File: src/rtl/fechadura_pkg.sv
// Shared types for the door-lock controller: lock states and the seconds type
// used by the relock, door-open and lockout timers.
package fechadura_pkg;

   typedef enum logic [2:0] {
      TRAVADA,
      DESTRAVADA,
      ABERTA,
      ALARME,
      BLOQUEADA
   } estado_tranca_t;

   typedef logic [5:0] segundos_t;

   // A configured time of zero seconds behaves as one second.
   function automatic segundos_t min_um(input segundos_t s);
      return (s == segundos_t'(0)) ? segundos_t'(1) : s;
   endfunction

endpackage

File: src/rtl/prescaler_seg.sv
// One-second tick generator: counts TICK_CYCLES clocks and pulses tick on the
// last one. clr restarts the count so a freshly loaded timer gets full seconds.
module prescaler_seg #(
   parameter int TICK_CYCLES = 50_000_000
) (
   input  logic clk,
   input  logic rst,
   input  logic clr,
   output logic tick
);

   localparam int W = (TICK_CYCLES > 1) ? $clog2(TICK_CYCLES) : 1;
   localparam logic [W-1:0] ULTIMO = W'(TICK_CYCLES - 1);

   logic [W-1:0] cnt;

   always_ff @(posedge clk or posedge rst) begin
      if (rst) begin
         cnt <= '0;
      end else if (clr || (cnt == ULTIMO)) begin
         cnt <= '0;
      end else begin
         cnt <= cnt + 1'b1;
      end
   end

   assign tick = (cnt == ULTIMO);

endmodule

File: src/rtl/controle_tranca.sv
// Lock actuator / buzzer sequencer: turns PIN verdicts, the inside button and
// the door contact into bolt, buzzer and keypad-lockout outputs.
//
//   state      | meaning
//   -----------+-----------------------------------------------------
//   TRAVADA    | bolt engaged, waiting for PIN or button
//   DESTRAVADA | bolt released, door still closed, auto-relock timer
//   ABERTA     | door open, door-open alarm timer running
//   ALARME     | door left open too long, buzzer on until it closes
//   BLOQUEADA  | too many wrong PINs, keypad ignored for LOCKOUT_S
module controle_tranca
   import fechadura_pkg::*;
#(
   parameter int TICK_CYCLES     = 50_000_000,
   parameter int MAX_FAILS       = 3,
   parameter int LOCKOUT_S       = 30,
   parameter int FAIL_BIP_CYCLES = 25_000_000
) (
   input  logic       clk,
   input  logic       rst,
   input  logic       senha_ok,
   input  logic       senha_fail,
   input  logic       botao_interno,
   input  logic       sensor_de_contato,
   input  logic       cfg_bip_on,
   input  logic [5:0] cfg_tempo_tranca,
   input  logic [5:0] cfg_tempo_bip,
   output logic       tranca,
   output logic       bip,
   output logic       bloqueado
);

   localparam int            BW         = $clog2(FAIL_BIP_CYCLES + 1);
   localparam logic [3:0]    FALHAS_MAX = 4'(MAX_FAILS);
   localparam segundos_t     T_BLOQUEIO = segundos_t'(LOCKOUT_S);
   localparam logic [BW-1:0] BIP_CARGA  = BW'(FAIL_BIP_CYCLES);

   estado_tranca_t estado, estado_prox;
   segundos_t      timer, timer_prox, carga_valor;
   logic [3:0]     falhas, falhas_prox, falhas_sat;
   logic [BW-1:0]  bip_cnt, bip_cnt_prox;
   logic           botao_reg, botao_ant, botao_borda;
   logic           carga, aceita_falha, tick, expira;

   prescaler_seg #(
      .TICK_CYCLES (TICK_CYCLES)
   ) u_prescaler (
      .clk  (clk),
      .rst  (rst),
      .clr  (carga),
      .tick (tick)
   );

   assign botao_borda = botao_reg & ~botao_ant;
   assign expira      = tick && (timer == segundos_t'(1));
   assign falhas_sat  = (falhas >= FALHAS_MAX) ? FALHAS_MAX : falhas + 4'd1;

   // Each branch of the if-chains encodes the event priority; a lower-priority
   // event in the same cycle is dropped.
   always_comb begin
      estado_prox  = estado;
      carga        = 1'b0;
      carga_valor  = '0;
      falhas_prox  = falhas;
      aceita_falha = 1'b0;

      case (estado)
         TRAVADA: begin
            if (botao_borda) begin
               estado_prox = DESTRAVADA;
               carga       = 1'b1;
               carga_valor = min_um(cfg_tempo_tranca);
            end else if (senha_ok) begin
               estado_prox = DESTRAVADA;
               carga       = 1'b1;
               carga_valor = min_um(cfg_tempo_tranca);
               falhas_prox = '0;
            end else if (senha_fail) begin
               aceita_falha = 1'b1;
               falhas_prox  = falhas_sat;
               if (falhas_sat == FALHAS_MAX) begin
                  estado_prox = BLOQUEADA;
                  carga       = 1'b1;
                  carga_valor = T_BLOQUEIO;
                  falhas_prox = '0;
               end
            end
         end
         DESTRAVADA: begin
            if (!sensor_de_contato) begin
               estado_prox = ABERTA;
               carga       = 1'b1;
               carga_valor = min_um(cfg_tempo_bip);
            end else if (botao_borda) begin
               estado_prox = TRAVADA;
            end else if (senha_ok) begin
               carga       = 1'b1;
               carga_valor = min_um(cfg_tempo_tranca);
               falhas_prox = '0;
            end else begin
               // A wrong PIN while unlocked only counts and beeps.
               if (senha_fail) begin
                  aceita_falha = 1'b1;
                  falhas_prox  = falhas_sat;
               end
               if (expira) begin
                  estado_prox = TRAVADA;
               end
            end
         end
         ABERTA: begin
            if (sensor_de_contato) begin
               estado_prox = DESTRAVADA;
               carga       = 1'b1;
               carga_valor = min_um(cfg_tempo_tranca);
            end else if (expira && cfg_bip_on) begin
               estado_prox = ALARME;
            end
         end
         ALARME: begin
            if (sensor_de_contato) begin
               estado_prox = DESTRAVADA;
               carga       = 1'b1;
               carga_valor = min_um(cfg_tempo_tranca);
            end
         end
         BLOQUEADA: begin
            if (botao_borda) begin
               estado_prox = DESTRAVADA;
               carga       = 1'b1;
               carga_valor = min_um(cfg_tempo_tranca);
            end else if (expira) begin
               estado_prox = TRAVADA;
            end
         end
         default: begin
            estado_prox = TRAVADA;
         end
      endcase

      if (carga) begin
         timer_prox = carga_valor;
      end else if (tick && (timer != segundos_t'(0))) begin
         timer_prox = timer - segundos_t'(1);
      end else begin
         timer_prox = timer;
      end

      if (aceita_falha) begin
         bip_cnt_prox = BIP_CARGA;
      end else if (bip_cnt != '0) begin
         bip_cnt_prox = bip_cnt - 1'b1;
      end else begin
         bip_cnt_prox = bip_cnt;
      end
   end

   always_ff @(posedge clk or posedge rst) begin
      if (rst) begin
         estado    <= TRAVADA;
         timer     <= '0;
         falhas    <= '0;
         bip_cnt   <= '0;
         botao_reg <= 1'b0;
         botao_ant <= 1'b0;
         tranca    <= 1'b1;
         bip       <= 1'b0;
         bloqueado <= 1'b0;
      end else begin
         estado    <= estado_prox;
         timer     <= timer_prox;
         falhas    <= falhas_prox;
         bip_cnt   <= bip_cnt_prox;
         botao_reg <= botao_interno;
         botao_ant <= botao_reg;
         tranca    <= (estado_prox == TRAVADA) || (estado_prox == BLOQUEADA);
         bip       <= (estado_prox == ALARME) || (bip_cnt_prox != '0);
         bloqueado <= (estado_prox == BLOQUEADA);
      end
   end

endmodule
File: config.mk
export PLATFORM = sky130hd
export DESIGN_NAME = controle_tranca
export DESIGN_NICKNAME = d
export VERILOG_FILES = /design/src/rtl/fechadura_pkg.sv /design/src/rtl/prescaler_seg.sv /design/src/rtl/controle_tranca.sv
export SDC_FILE = /design/constraint.sdc
export NUM_CORES = 1
export LEC_CHECK = 0
export CORE_AREA = 8 8 94 96
export DETAILED_ROUTE_END_ITERATION = 16
export DIE_AREA = 0 0 102 104
export GPL_TIMING_DRIVEN = 1
export PLACE_DENSITY_LB_ADDON = 0.2
export SETUP_SLACK_MARGIN = 0.5
export SLEW_MARGIN = 20
export SYNTH_ARGS = -nofsm -noshare
export SYNTH_HDL_FRONTEND = slang
export SYNTH_SLANG_ARGS = --single-unit
File: constraint.sdc
create_clock -name clk -period 6.5 [get_ports clk]
set_clock_uncertainty 0.1 [all_clocks]
set_input_delay 1.3 -clock clk [delete_from_list [all_inputs] [get_ports clk]]
set_output_delay 1.3 -clock clk [all_outputs]
set_load 0.01 [all_outputs]
==> metrics.yaml <==
outcome: "finished, final reports clean"
synth_cell_types: 55
grt_first_pass_wirelength_mm: 14.4
area_growth_pct: 12.4
die_y_um: 104
clock_tree.root_cell: "clkbuf_8"
antenna_found_initial: 0
vdd.ir_drop.worst_uv: 173
hold_class: "reg2reg"
synth_flop_cell: "dfrtp_1"
finalWeightedCongestion: 0.827
fmax_mhz: 278
worst_setup_path_end_kind: "flip-flop"
routedWlPerCell_um: 15.2
path_clk_slew_ps: 70
path_buf_inv: 1
final_cell_mix: "68 x nor2_1, 68 x dfrtp_1, 34 x nand2_1"
ys_seq_area_share_pct: 44.4
largest_register_ffs: 26
portBuffers: 21
crit_family: "simple AND/OR/NAND/NOR gates"
core_um2: 7450
syn_inst: 429
worstPathRequired_ps: 6610
start_kind: "primary input"
grt_pass1_vias: 2995
async_flop_share_pct: 100
cts.path.max_buffers: 2
crit_fanout: 18
grt.overflow.total: 0
relSlewSlack_pct: 38.7
synth_top_cells_by_area: "dfrtp_1 44%, nor2_1 6.6%, xnor2_1 5.4%, xor2_1 3.8%, nand2_1 3.3%"
drc: 0
final_cell_area_um2: 4370
crit_top_cell: "nand4_1"
critical_path_class: "in2reg"
drive_gt1_share_pct: 6.00
yosysTopAreaCell: "dfrtp_1"
num_antenna_cells: 0
ctsHtreeMaxLevel: 3
yosysTopAreaCellShare_pct: 43.7
max_stage_delay_ps: 650
critical_path_arrival_ps: 3710
cts_sinks: 69
cts_tree: "built"
report.final.slew_viol_count: 0
netlist_area_um2: 3890
worstSkewPairLatency_ps: 350
grt_max_degree: 70
cts_buffers: 9
cts_setup_buffers: 0
leakagePower_nw: 1.70
ys_seq_elements: 69
maxCapViolCount: 0
finalWirelength_mm: 8.41
largestRegisters: "u_prescaler.cnt: 26 flops, bip_cnt: 25 flops, timer: 6 flops"
worst_pin_slew_ps: 911
largest-register: "u_prescaler.cnt"
holdWs_ps: 296
grtUsageTotal_pct: 16.6
fin_crit_sh_pct: 55.3
ys_warn_count: 0
place_hpwl_mm: 6.01
die-area_um2: 10600
die_w_um: 102
cts_resized: 0
post_dp_cell_area_um2: 4170
vias: 3198
dr.pass1.iters: 5
pin_count: 22
setup_tns_ps: 0
ctsHoldBuffers: 0
syn-num-nets: 454
viasPerCell: 5.79
rsz0062_at_grt: "false"
setup_viol: 0
num_rows: 32
hold_viol: 0
finalNonFillerCells: 552
syn_avg_cell_area_um2: 9.07
drtIter0Drc: 183
powerDensity_nw_per_um2: 308
path_cells: "clkdlybuf4s50_1 > nor2b_1 > nor3_1 > nand3_1 > o31ai_1 > nand4_1 > nor4_2 > nand4_1"
synth-edff-count: 0
dp.cells: 536
min_period_ps: 3600
nNetsFinal: 470
final_antenna_net_count: 0
final_core_util_pct: 58.7
initial_core_util_pct: 52.2
crit_slowest_cell: "clkdlybuf4s50_1"
## where the power goes
group          internal, mW  switching (mW)  total (mW)
registers             0.506          0.0935       0.599
logic                 0.165           0.225       0.389
clock network         0.199           0.160       0.359
## cells by family (layout without fill, tap and decap cells)
kind of cell	after synthesis	count (layout)	share of synthesized area, %
buffers and inverters	30	51	2.96
adders and majority gates	6	6	1.93
muxes	4	4	1.03
xor gates and xnor gates	41	41	9.23
and+or+nand+nor	221	221	30.1
AOI/OAI and AO/OA	58	58	10.4
DFF	69	69	44.4
## cell usage after synthesis (5+ instances only)
library cell / instances
a211oi_1: 5
dfrtp_1: 68
nor4_1: 13
nand2_1: 34
inv_1: 13
clkbuf_1: 15
o21ai_0: 12
nor3_1: 14
xnor2_1: 24
and3_1: 8
xor2_1: 17
ha_1: 6
nand4_1: 10
a21oi_1: 11
or4_1: 8
nand3_1: 22
or3_1: 9
nor2_1: 68
and4_1: 5
## layout make-up
type / count / area (um2)
clock inverter: 3 / 46.3
sequential: 69 / 1730
tap: 102 / 128
clock buffer: 13 / 159
inverter: 13 / 48.8
fill: 671 / 3070
multi-input combinational: 330 / 2050
timing repair buffer: 22 / 218
## worst paths after layout
path	endpoint	cells after the start	slack (ps)	start
worst max-delay path	bip$_DFF_PP0_	8	2900	sensor_de_contato
worst min-delay path	botao_ant$_DFF_PP0_	0	300	botao_reg$_DFF_PP0_
worst max register to register	bip$_DFF_PP0_	9	3160	bip_cnt[0]$_DFF_PP0_
worst min register to register	botao_ant$_DFF_PP0_	0	300	botao_reg$_DFF_PP0_
max in group asynchronous	bip_cnt[2]$_DFF_PP0_	3	4320	rst
min in group asynchronous	u_prescaler.cnt[20]$_DFF_PP0_	3	1430	rst
## worst reg2reg max path, cell delays in order, from the launching register on
cell	delay, ps
dfrtp_1	420
inv_1	130
ha_1	210
or3b_2	510
nor3b_1	540
nand3_1	440
nand3_1	300
mux2i_1	100
nor4b_1	330
nand4_1	130
## stage by stage
stage                     power (mW)  setup WS (ps)
after floorplan                0.888           3360
after global placement         0.982           2650
after detailed placement       0.990           2540
after CTS                       1.35           2910
after global routing            1.44           2750
final                           1.35           2900
## metal layers
metal	GRT usage [%]	vias up	part of all wire (%)
li1	-	1576	-
met1	22.4	1542	47
met2	25.5	70	47
met3	3.88	10	4.2
met4	5.25	0	1.3
met5	0	-	0
Power figures use the tool's default switching activity.
